--- src/rtl/seq_pkg.sv ---
// Shared types and helpers for the move queue sequencer: FSM state
// enums, the NOP move code and the load word width helper.
package seq_pkg;

  typedef enum logic [2:0] {
    IDLE      = 3'd0,
    ISSUE     = 3'd1,
    ACK_GAP   = 3'd2,
    WAIT_DONE = 3'd3,
    STARVE    = 3'd4,
    FINISH    = 3'd5
  } disp_state_t;

  typedef enum logic {
    U_IDLE  = 1'b0,
    U_SHIFT = 1'b1
  } unpack_state_t;

  localparam int NOP_CODE = 0;

  function automatic int load_word_w(input int move_w, input int moves_per_word);
    return move_w * moves_per_word;
  endfunction

endpackage

--- src/rtl/move_fifo.sv ---
// Circular move buffer with push/pop/flush, occupancy count and
// full/empty flags. DEPTH must be a power of two so pointers wrap naturally.
module move_fifo #(
  parameter int DEPTH  = 256,
  parameter int MOVE_W = 4,
  parameter int CNT_W  = $clog2(DEPTH) + 1
) (
  input  logic              clock,
  input  logic              reset,
  input  logic              flush,
  input  logic              push,
  input  logic [MOVE_W-1:0] push_data,
  input  logic              pop,
  output logic [MOVE_W-1:0] head,
  output logic [CNT_W-1:0]  count,
  output logic              full,
  output logic              empty
);

  localparam int AW = $clog2(DEPTH);

  logic [MOVE_W-1:0] mem_r [DEPTH];
  logic [AW-1:0]     wr_ptr_r;
  logic [AW-1:0]     rd_ptr_r;
  logic [CNT_W-1:0]  count_r;
  logic              push_ok_s;
  logic              pop_ok_s;

  assign push_ok_s = push && !full && !flush;
  assign pop_ok_s  = pop && !empty && !flush;

  assign head  = mem_r[rd_ptr_r];
  assign count = count_r;
  assign full  = (count_r == CNT_W'(DEPTH));
  assign empty = (count_r == '0);

  // Storage write; contents need no reset because count gates every read.
  always_ff @(posedge clock) begin
    if (push_ok_s) begin
      mem_r[wr_ptr_r] <= push_data;
    end
  end

  // Pointer and occupancy tracking; simultaneous push and pop keep count.
  always_ff @(posedge clock) begin
    if (reset || flush) begin
      wr_ptr_r <= '0;
      rd_ptr_r <= '0;
      count_r  <= '0;
    end else begin
      if (push_ok_s) wr_ptr_r <= wr_ptr_r + AW'(1);
      if (pop_ok_s)  rd_ptr_r <= rd_ptr_r + AW'(1);
      case ({push_ok_s, pop_ok_s})
        2'b10:   count_r <= count_r + CNT_W'(1);
        2'b01:   count_r <= count_r - CNT_W'(1);
        default: count_r <= count_r;
      endcase
    end
  end

endmodule

--- src/rtl/move_queue_sequencer.sv ---
// Unpacks packed move words into a FIFO and dispatches them with a
// start/done handshake. Optional watchdog: define SEQ_TIMEOUT_EN.
module move_queue_sequencer import seq_pkg::*; #(
  parameter int MOVE_W         = 4,
  parameter int MOVES_PER_WORD = 50,
  parameter int DEPTH          = 256,
  parameter int CNT_W          = $clog2(DEPTH) + 1,
  parameter int TIMEOUT_CYCLES = 50000000
) (
  input  logic                             clock,
  input  logic                             reset,
  input  logic                             load_valid,
  output logic                             load_ready,
  input  logic [MOVE_W*MOVES_PER_WORD-1:0] load_word,
  input  logic                             run,
  input  logic                             abort,
  output logic                             start_move,
  output logic [MOVE_W-1:0]                next_move,
  input  logic                             move_done,
  output logic                             seq_done,
  output logic [CNT_W-1:0]                 queue_count,
  output logic [CNT_W-1:0]                 curr_step,
  output logic                             busy,
  output logic                             move_timeout
);

  localparam int WORD_W = load_word_w(MOVE_W, MOVES_PER_WORD);
  localparam int SLOT_W = $clog2(MOVES_PER_WORD + 1);

  unpack_state_t     u_state_r, u_next_s;
  logic [WORD_W-1:0] word_r, word_next_s, word_shift_s;
  logic [SLOT_W-1:0] slot_cnt_r, slot_next_s;
  logic [MOVE_W-1:0] slot_s;
  logic              push_s;

  disp_state_t       d_state_r, d_next_s;
  logic              start_move_r, start_next_s;
  logic [MOVE_W-1:0] next_move_r, next_move_next_s;
  logic              seq_done_r, seq_done_next_s;
  logic [CNT_W-1:0]  curr_step_r, step_next_s;
  logic              pop_s;

  logic [MOVE_W-1:0] fifo_head_s;
  logic [CNT_W-1:0]  fifo_count_s;
  logic              fifo_full_s;
  logic              fifo_empty_s;
  logic              timeout_fire_s;
  logic              abort_s;

  assign abort_s      = abort || timeout_fire_s;
  assign slot_s       = word_r[WORD_W-1 -: MOVE_W];
  assign word_shift_s = word_r << MOVE_W;

  move_fifo #(.DEPTH(DEPTH), .MOVE_W(MOVE_W), .CNT_W(CNT_W)) u_fifo (
    .clock     (clock),
    .reset     (reset),
    .flush     (abort_s),
    .push      (push_s),
    .push_data (slot_s),
    .pop       (pop_s),
    .head      (fifo_head_s),
    .count     (fifo_count_s),
    .full      (fifo_full_s),
    .empty     (fifo_empty_s)
  );

  // Unpacker next state: examine the MSB slot, hold on a full FIFO.
  always_comb begin
    u_next_s    = u_state_r;
    word_next_s = word_r;
    slot_next_s = slot_cnt_r;
    push_s      = 1'b0;
    if (abort_s) begin
      u_next_s = U_IDLE;
    end else begin
      case (u_state_r)
        U_IDLE: begin
          if (load_valid) begin
            u_next_s    = U_SHIFT;
            word_next_s = load_word;
            slot_next_s = '0;
          end else begin
            u_next_s = U_IDLE;
          end
        end
        U_SHIFT: begin
          if ((slot_s != MOVE_W'(NOP_CODE)) && fifo_full_s) begin
            u_next_s = U_SHIFT;
          end else begin
            push_s      = (slot_s != MOVE_W'(NOP_CODE));
            word_next_s = word_shift_s;
            slot_next_s = slot_cnt_r + SLOT_W'(1);
            if ((word_shift_s == '0) || (slot_cnt_r == SLOT_W'(MOVES_PER_WORD - 1))) begin
              u_next_s = U_IDLE;
            end else begin
              u_next_s = U_SHIFT;
            end
          end
        end
        default: u_next_s = U_IDLE;
      endcase
    end
  end

  // Unpacker state register.
  always_ff @(posedge clock) begin
    if (reset) begin
      u_state_r  <= U_IDLE;
      word_r     <= '0;
      slot_cnt_r <= '0;
    end else begin
      u_state_r  <= u_next_s;
      word_r     <= word_next_s;
      slot_cnt_r <= slot_next_s;
    end
  end

  // Dispatch next state and registered-output values.
  always_comb begin
    d_next_s         = d_state_r;
    pop_s            = 1'b0;
    start_next_s     = 1'b0;
    next_move_next_s = next_move_r;
    seq_done_next_s  = 1'b0;
    step_next_s      = curr_step_r;
    if (abort_s) begin
      d_next_s         = IDLE;
      next_move_next_s = '0;
    end else begin
      case (d_state_r)
        IDLE: begin
          if (run && !fifo_empty_s) begin
            d_next_s    = ISSUE;
            step_next_s = '0;
          end else begin
            d_next_s = IDLE;
          end
        end
        ISSUE: begin
          pop_s            = 1'b1;
          start_next_s     = 1'b1;
          next_move_next_s = fifo_head_s;
          step_next_s      = (curr_step_r == '1) ? curr_step_r : curr_step_r + CNT_W'(1);
          d_next_s         = ACK_GAP;
        end
        ACK_GAP: d_next_s = WAIT_DONE;
        WAIT_DONE: begin
          if (!move_done)               d_next_s = WAIT_DONE;
          else if (!fifo_empty_s)       d_next_s = ISSUE;
          else if (u_state_r == U_SHIFT) d_next_s = STARVE;
          else                          d_next_s = FINISH;
        end
        STARVE: begin
          if (!fifo_empty_s)            d_next_s = ISSUE;
          else if (u_state_r == U_IDLE) d_next_s = FINISH;
          else                          d_next_s = STARVE;
        end
        FINISH: begin
          seq_done_next_s  = 1'b1;
          next_move_next_s = '0;
          d_next_s         = IDLE;
        end
        default: d_next_s = IDLE;
      endcase
    end
  end

  // Dispatch state and output registers.
  always_ff @(posedge clock) begin
    if (reset) begin
      d_state_r    <= IDLE;
      start_move_r <= 1'b0;
      next_move_r  <= '0;
      seq_done_r   <= 1'b0;
      curr_step_r  <= '0;
    end else begin
      d_state_r    <= d_next_s;
      start_move_r <= start_next_s;
      next_move_r  <= next_move_next_s;
      seq_done_r   <= seq_done_next_s;
      curr_step_r  <= step_next_s;
    end
  end

`ifdef SEQ_TIMEOUT_EN
  localparam int TO_W = $clog2(TIMEOUT_CYCLES + 1);
  logic [TO_W-1:0] wd_cnt_r;
  logic            move_timeout_r;

  // Fires on the TIMEOUT_CYCLES-th consecutive WAIT_DONE cycle without move_done.
  assign timeout_fire_s = (d_state_r == WAIT_DONE) && !move_done && !abort &&
                          (wd_cnt_r == TO_W'(TIMEOUT_CYCLES - 1));
  assign move_timeout   = move_timeout_r;

  // Watchdog counter and sticky timeout flag, cleared by the next run.
  always_ff @(posedge clock) begin
    if (reset) begin
      wd_cnt_r       <= '0;
      move_timeout_r <= 1'b0;
    end else begin
      if ((d_state_r == WAIT_DONE) && !abort_s) wd_cnt_r <= wd_cnt_r + TO_W'(1);
      else                                      wd_cnt_r <= '0;
      if (timeout_fire_s) move_timeout_r <= 1'b1;
      else if (run)       move_timeout_r <= 1'b0;
      else                move_timeout_r <= move_timeout_r;
    end
  end
`else
  logic timeout_unused_s;
  assign timeout_unused_s = (TIMEOUT_CYCLES != 0);
  assign timeout_fire_s   = 1'b0;
  assign move_timeout     = 1'b0;
`endif

  assign load_ready  = (u_state_r == U_IDLE);
  assign start_move  = start_move_r;
  assign next_move   = next_move_r;
  assign seq_done    = seq_done_r;
  assign queue_count = fifo_count_s;
  assign curr_step   = curr_step_r;
  assign busy        = (d_state_r != IDLE);

endmodule

--- config.mk ---
export PLATFORM = sky130hd
export DESIGN_NAME = move_queue_sequencer
export DESIGN_NICKNAME = d
export VERILOG_FILES = /design/src/rtl/seq_pkg.sv /design/src/rtl/move_fifo.sv /design/src/rtl/move_queue_sequencer.sv
export SDC_FILE = /design/constraint.sdc
export NUM_CORES = 2
export LEC_CHECK = 0
export CORE_MARGIN = 1
export CORE_UTILIZATION = 60
export DETAILED_ROUTE_END_ITERATION = 7
export PLACE_DENSITY = 0.78
export SLEW_MARGIN = 20
export SYNTH_ARGS = -nofsm -noshare
export SYNTH_HDL_FRONTEND = slang
export SYNTH_SLANG_ARGS = --single-unit
--- constraint.sdc ---
create_clock -name clock -period 9 [get_ports clock]
set_input_delay 2.7 -clock clock [delete_from_list [all_inputs] [get_ports clock]]
set_output_delay 2.7 -clock clock [all_outputs]
set_load 0.005 [all_outputs]
# After elaboration in Yosys (flattened, before gate mapping)
# Memory sizes are Yosys's and may differ from the RTL's. A register that Yosys moved wholly into a read port is not among the register bits.
# Index checks and enable logic that the tools add are counted.
[op_classes] n_addsub=6 eq_ne=14 n_mux=30 bitwise=2 n_reduce_logical=22
[ops] operator="200-bit 2-to-1 mux" n=2
[ops] operator="200-bit one-hot mux with 2 select lines" n=1
[ops] operator="200-bit logical NOT" n=1
[ops] operator="9-bit one-hot mux with 2 select lines" n=2
[ops] operator="9-bit by 1-bit adder with 9-bit output, second input constant" n=2
[ops] operator="9-bit equality test, second input constant" n=2
[ops] operator="9-bit 2-to-1 mux" n=2
[ops] operator="8-bit by 1-bit adder with 8-bit output, second input constant" n=2
[ops] operator="8-bit 2-to-1 mux" n=2
[ops] operator="3-bit one-hot mux with 5 select lines" n=1
[ops] operator="1-bit 2-to-1 mux" n=13
[ops] operator="6-bit 2-to-1 mux" n=2
[ops] operator="6-bit one-hot mux with 2 select lines" n=1
[ops] operator="9-bit logical NOT" n=1
[ops] operator="9-bit by 1-bit subtractor with 9-bit output, second input constant" n=1
[ops] operator="2-bit inequality test, second input constant" n=4
[ops] operator="4-bit one-hot mux with 2 select lines" n=1
[ops] operator="6-bit by 1-bit adder with 6-bit output, second input constant" n=1
[ops] operator="3-bit by 2-bit equality test with 1-bit output, second input constant" n=2
[ops] operator="3-bit equality test, second input constant" n=2
[ops] operator="6-bit equality test, second input constant" n=1
[ops] operator="1-bit logical AND" n=6
[ops] operator="3-bit 2-to-1 mux" n=2
[ops] operator="2-bit nonzero test" n=3
[ops] operator="13 further kinds" n=17
[word_totals] reg_bits=250 ram_bits=1024 in_bits=206 wordCells=86 memories=1
[mem_list] memory="u_fifo.mem_r" words=256 width=4 read_ports=1 rd_clocked_by_memory_dff=1 write_ports=1 line_no="move_fifo.sv:22" rtl="logic [MOVE_W-1:0] mem_r [DEPTH];"

# Depth between registers and ports, before layout
[logic_depth] ltp_word=9 mapped_depth=16 mapped_depth_nobuf=13

# By module
# From an unflattened synthesis, not the netlist that was laid out.
[hier_totals] hier_cells=3373 hier_area_um2=53212.3
[modules_own_cells] mod="move_fifo" instances=1 cells_per_inst=2277 area_each_um2=42214.2
[modules_own_cells] mod="move_queue_sequencer" instances=1 cells_per_inst=1096 area_each_um2=10998.0

# Worst setup path before layout
# OpenSTA, ideal clock, no wires.
[synth_timing] kind="reg2reg" from="register word_r[199]" to="register u_fifo.count_r[4], in the netlist u_fifo.count[4]" arrival_time_ns=6.692 t_required_ns=8.930 slack_ns=2.237 path_stages_with_launch=15 cell_sequence="dfxtp_1 -> nor4_2 -> a311oi_2 -> inv_1 -> ha_1 -> buf_2 -> buf_1 -> xor2_1 -> ha_1 -> a21oi_1 -> inv_1 -> a222oi_1 -> xor2_1 -> or3_1 -> a21oi_1"
[synth_via] elab_chain_len=9 elab_cells_between_ends=11
[synth_rtl] item="start: declaration" line_no="move_queue_sequencer.sv:31" rtl="logic [WORD_W-1:0] word_r, word_next_s, word_shift_s;"
[synth_rtl] item="start signal: assignment" line_no="move_queue_sequencer.sv:113" rtl="word_r <= word_next_s;"
[synth_rtl] item="4-bit nonzero test *" line_no="move_queue_sequencer.sv:87, move_queue_sequencer.sv:90"
[synth_rtl] item="1-bit logical AND" line_no="move_queue_sequencer.sv:87" rtl="if ((slot_s != MOVE_W'(NOP_CODE)) && fifo_full_s) begin"
[synth_rtl] item="1-bit 2-to-1 mux *" line_no="move_queue_sequencer.sv:87"
[synth_rtl] item="1-bit 2-to-1 mux *" line_no="move_queue_sequencer.sv:76" rtl="case (u_state_r)"
[synth_rtl] item="1-bit 2-to-1 mux *" line_no="move_queue_sequencer.sv:73" rtl="if (abort_s) begin"
[synth_rtl] item="1-bit logical AND * (2 in a row)" line_no="move_fifo.sv:29" rtl="assign push_ok_s = push && !full && !flush;"
[synth_rtl] item="2-bit by 1-bit equality test with 1-bit output or 2-bit equality test (tied branches)" line_no="move_fifo.sv:53" rtl="case ({push_ok_s, pop_ok_s})"
[synth_rtl] item="9-bit one-hot mux with 2 select lines or 2-bit nonzero test (tied branches)"
[synth_rtl] item="end signal: assignment" line_no="move_fifo.sv:54" rtl="2'b10: count_r <= count_r + CNT_W'(1);"
[synth_rtl] item="end signal: assignment" line_no="move_fifo.sv:55" rtl="2'b01: count_r <= count_r - CNT_W'(1);"
[synth_rtl] item="end signal: assignment" line_no="move_fifo.sv:56" rtl="default: count_r <= count_r;"
[synth_rtl] item="end: declaration" line_no="move_fifo.sv:25" rtl="logic [CNT_W-1:0] count_r;"
# Mark *: on every way between the ends. The rest lies on a longest branch, timed or not.
# A chain may end at the register's enable or synchronous reset.

# Worst setup path in the final report
[layout_timing] from="input abort" to="register u_fifo.count_r[4], in the netlist u_fifo.count[4]"
[layout_via] elab_chain_len=5 elab_cells_between_ends=12
[layout_rtl] item="start: declaration" line_no="move_queue_sequencer.sv:16" rtl="input logic abort,"
[layout_rtl] item="1-bit 2-to-1 mux (on tied branches)"
[layout_rtl] item="1-bit logical AND (on tied branches) (2 in a row)" line_no="move_fifo.sv:30, move_fifo.sv:29"
[layout_rtl] item="2-bit by 1-bit equality test with 1-bit output or 2-bit equality test (tied branches)" line_no="move_fifo.sv:53"
[layout_rtl] item="9-bit one-hot mux with 2 select lines or 2-bit nonzero test (tied branches)"
# Parallel ways exist; a longest one is shown, timed or not.

==> out/qor.csv <==
stage,metric,value,unit
layout,sequential cell area,0.0359,mm²
logic_synthesis,"Net Count, Synth",3532,
drt,drt pass-1 iters,7,
logic_synthesis,"Seq/Total Area, Yosys",68.3,%
clock_network,CTS buffer count,130,
min_path,Hold Path Class,flop to flop,
clock_network,clock latency on the worst-skew pair,0.74,ns
placement,Detail Placement HPWL,80.0,mm
die,Core ar.,0.0868,mm²
drt,Remaining DRCs,0,
layout,final std cells w/o fill,4765,
die,Die X,298,µm
setup_path,R2R depth,12,
setup_path,Critical Path Source,abort,
setup_path,Critical Path Fanout Max,20,
logic_synthesis,Mapped Cells,3314,
setup_path,worst r2r src,word_r[196],
status,status,finished clean,
min_path,Min-Delay Endpoint,slot_cnt_r[1],
drt,antenna-violating nets left,0,
sta,RSZ-0062 raised after global routing,false,
sta,Slew headroom,25.6,%
sta,fmax,0.160,GHz
setup_path,Setup crit end kind,flop,
placement,IO buf count,231,
setup_path,CP Class,input port to flop,
grt,initial antenna violation count,14,
sta,Finish-stage setup viols,0,
clock_network,CTS max path bufs,3,
min_path,hold depth,2,
drt,met2 WL,64.7,mm
power_and_ir_drop,power per cell area,209,mW/mm²
drt,initial drt markers,3372,
placement,Place WS,2.09,ns
power_and_ir_drop,Peak VDD IR,0.192,mV
drt,via count,31436,
die,total I/O pin count,233,
sta,skew final,0.0293,ns
grt,Total GRT Usage,29.8,%
setup_path,Critical R2R Capture,u_fifo.count[4],
die,Die ar.,0.0888,mm²
sta,period utilization,69.6,%
min_path,HP Start,slot_cnt_r[1],
logic_synthesis,synth top area cells,"edfxtp_1 59%, dfxtp_1 9.8%, mux4_2 9.1%, mux2i_1 5.2%, nor2_1 3.7%",
clock_network,CTS tree,done,
logic_synthesis,cell taking the most area after synthesis,edfxtp_1,
drt,Via density,6.60,
logic_synthesis,Yosys top cell area share,58.5,%
clock_network,PostCTS Resize Cnt,0,
placement,Placer Congestion,0.866,
clock_network,H-Tree Depth,4,
grt,vias in the first global route,31873,
setup_path,R2R setup slack,4.53,ns
layout,"Area growth, synth to finish",14.0,%
setup_path,startpoint types,input port,
logic_synthesis,asr flop ratio synth,0,%
logic_synthesis,synthesized area,0.0526,mm²
layout,layout cells sized above 1,14.1,%
logic_synthesis,ys flop type,edfxtp_1,
die,Rows,108,
placement,placed insts,4512,
die,Starting Density,60.6,%
die,Die Ht,298,µm
drt,WL final,132,mm
clock_network,Post-CTS Setup Repair Bufs,0,
sta,Pins Over Slew Limit,0,
layout,Multi-input gate area,0.0153,mm²
layout,"commonest non-fill, non-tap cell in the layout",edfxtp_1,
clock_network,Post-CTS Hold Buffers,0,
sta,Final Hold Fails,0,
sta,setup TNS,0,ns
logic_synthesis,Yosys reg bits,1282,
grt,global route overflow,0,
sta,worst-margin pin slew,1.11,ns
power_and_ir_drop,leakage power,18.9,nW
logic_synthesis,Yosys warnings,0,
layout,fillers,5477,
sta,Tmin final,6.26,ns
flow_run,Max Cap Violations,0,
clock_network,clk slew on worst S/H paths,0.06,ns
drt,WL/cell,27.7,µm
drt,M1 WL,49.5,mm
clock_network,Sink Count,1282,
drt,max layer used,met4,
grt,global-route wire length before repair,198,mm
grt,largest net degree at the start of global routing,237,
layout,nets,3708,
drt,Met3 Wirelength,12.3,mm
layout,"commonest non-fill, non-tap cells in the layout","1,024 x edfxtp_1, 519 x nor2_1, 271 x mux2i_1",
setup_path,Worst Path Required,9.65,ns
logic_synthesis,"EDFF count, synth",1024,
sta,"crit path setup slack, layout",2.74,ns
setup_path,Worst Path Arrival,6.91,ns
logic_synthesis,post-synthesis cell type count,88,
logic_synthesis,Syn Area/Cell,15.9,µm²
clock_network,root buf cell,clkbuf_16,
==> per-stage QoR <==
step / util [%] / cell area [µm²] / power [W] / hold slack (ns)
final: 69.1 / 59900 / 0.0125 / 0.498
after global routing: 69.1 / 59900 / 0.0128 / 0.526
after CTS: 69.0 / 59900 / 0.0126 / 0.501
after detailed placement: 64.0 / 55500 / 0.00714 / 0.481
after global placement: 64.0 / 55500 / 0.00712 / 0.473
after floorplan: - / 52600 / 0.00695 / 0.457
==> power by group <==
group	switching, W	leakage [nW]	internal, W	total (W)
sequential	0.0000940	11.9	0.00649	0.00658
clock	0.00226	2.10	0.00325	0.00551
combinational	0.000247	4.89	0.000193	0.000441
total	0.00261	18.9	0.00993	0.0125
==> worst max-delay path, stage by stage <==
cell	delay (ns)
clkdlybuf4s50_1	0.68
nand2b_1	0.28
a311oi_2	0.50
inv_1	0.18
ha_1	0.48
xor2_1	0.24
ha_1	0.21
a21oi_1	0.24
inv_1	0.08
a222oi_1	0.66
xor2_1	0.16
or3_1	0.34
a21oi_1	0.14
==> sequential cells by signal, summed over array words and instances (netlist names), named ones only <==
register / flops
curr_step: 9
d_state_r: 3
next_move: 4
seq_done: 1
slot_cnt_r: 6
start_move: 1
u_fifo.count: 9
u_fifo.mem_r: 1024
u_fifo.rd_ptr_r: 8
u_fifo.wr_ptr_r: 8
u_state_r: 1
word_r: 200
==> layout make-up <==
cell class	instances	share of cell area, %
flip-flops and latches	1282	60.0
clock inverters	66	1.34
inverters	10	0.0626
well taps	1155	2.41
multi-input cells	1781	25.5
repair buffers	285	4.64
diodes	14	0.0585
clock buffers	172	5.97
==> cell families after synthesis <==
family	Yosys count	synth area share, %
mux	519	15.8
xor+xnor	29	0.483
compound gates	397	5.53
buf+inv	251	2.60
simple gates	823	6.97
other cells	1	0.00713
flops	1282	68.3
fa+ha+maj	12	0.286
==> cell usage after synthesis (14+ instances only) <==
library cell / count
a211oi_1: 205
a21oi_1: 33
a221oi_1: 14
a22oi_1: 40
a31oi_1: 14
buf_1: 21
buf_2: 66
buf_4: 19
buf_6: 17
clkbuf_1: 103
dfxtp_1: 258
edfxtp_1: 1024
mux2i_1: 271
mux4_1: 27
mux4_2: 212
nand2_1: 80
nand3_1: 35
nand4_1: 25
nor2_1: 520
nor2b_1: 18
nor3_1: 21
nor4_1: 57
o21ai_0: 36
xor2_1: 20
==> worst max path at each step <==
stage                 endpoint
5_1_grt        u_fifo.count[8]
2_1_floorplan  u_fifo.count[4]
6_report       u_fifo.count[4]
4_1_cts        u_fifo.count[4]
3_5_place_dp   u_fifo.count[4]
3_3_place_gp   u_fifo.count[8]
==> routing by layer <==
| metal | vias to the layer above | global-route usage (%) |
|---|---|---|
| met1 | 15759 | 38.6 |
| met3 | 392 | 6.95 |
| met5 | - | 0 |
| met2 | 1856 | 48.5 |
| li1 | 13429 | - |
| met4 | 0 | 13.2 |
Power figures use the tool's default switching activity.
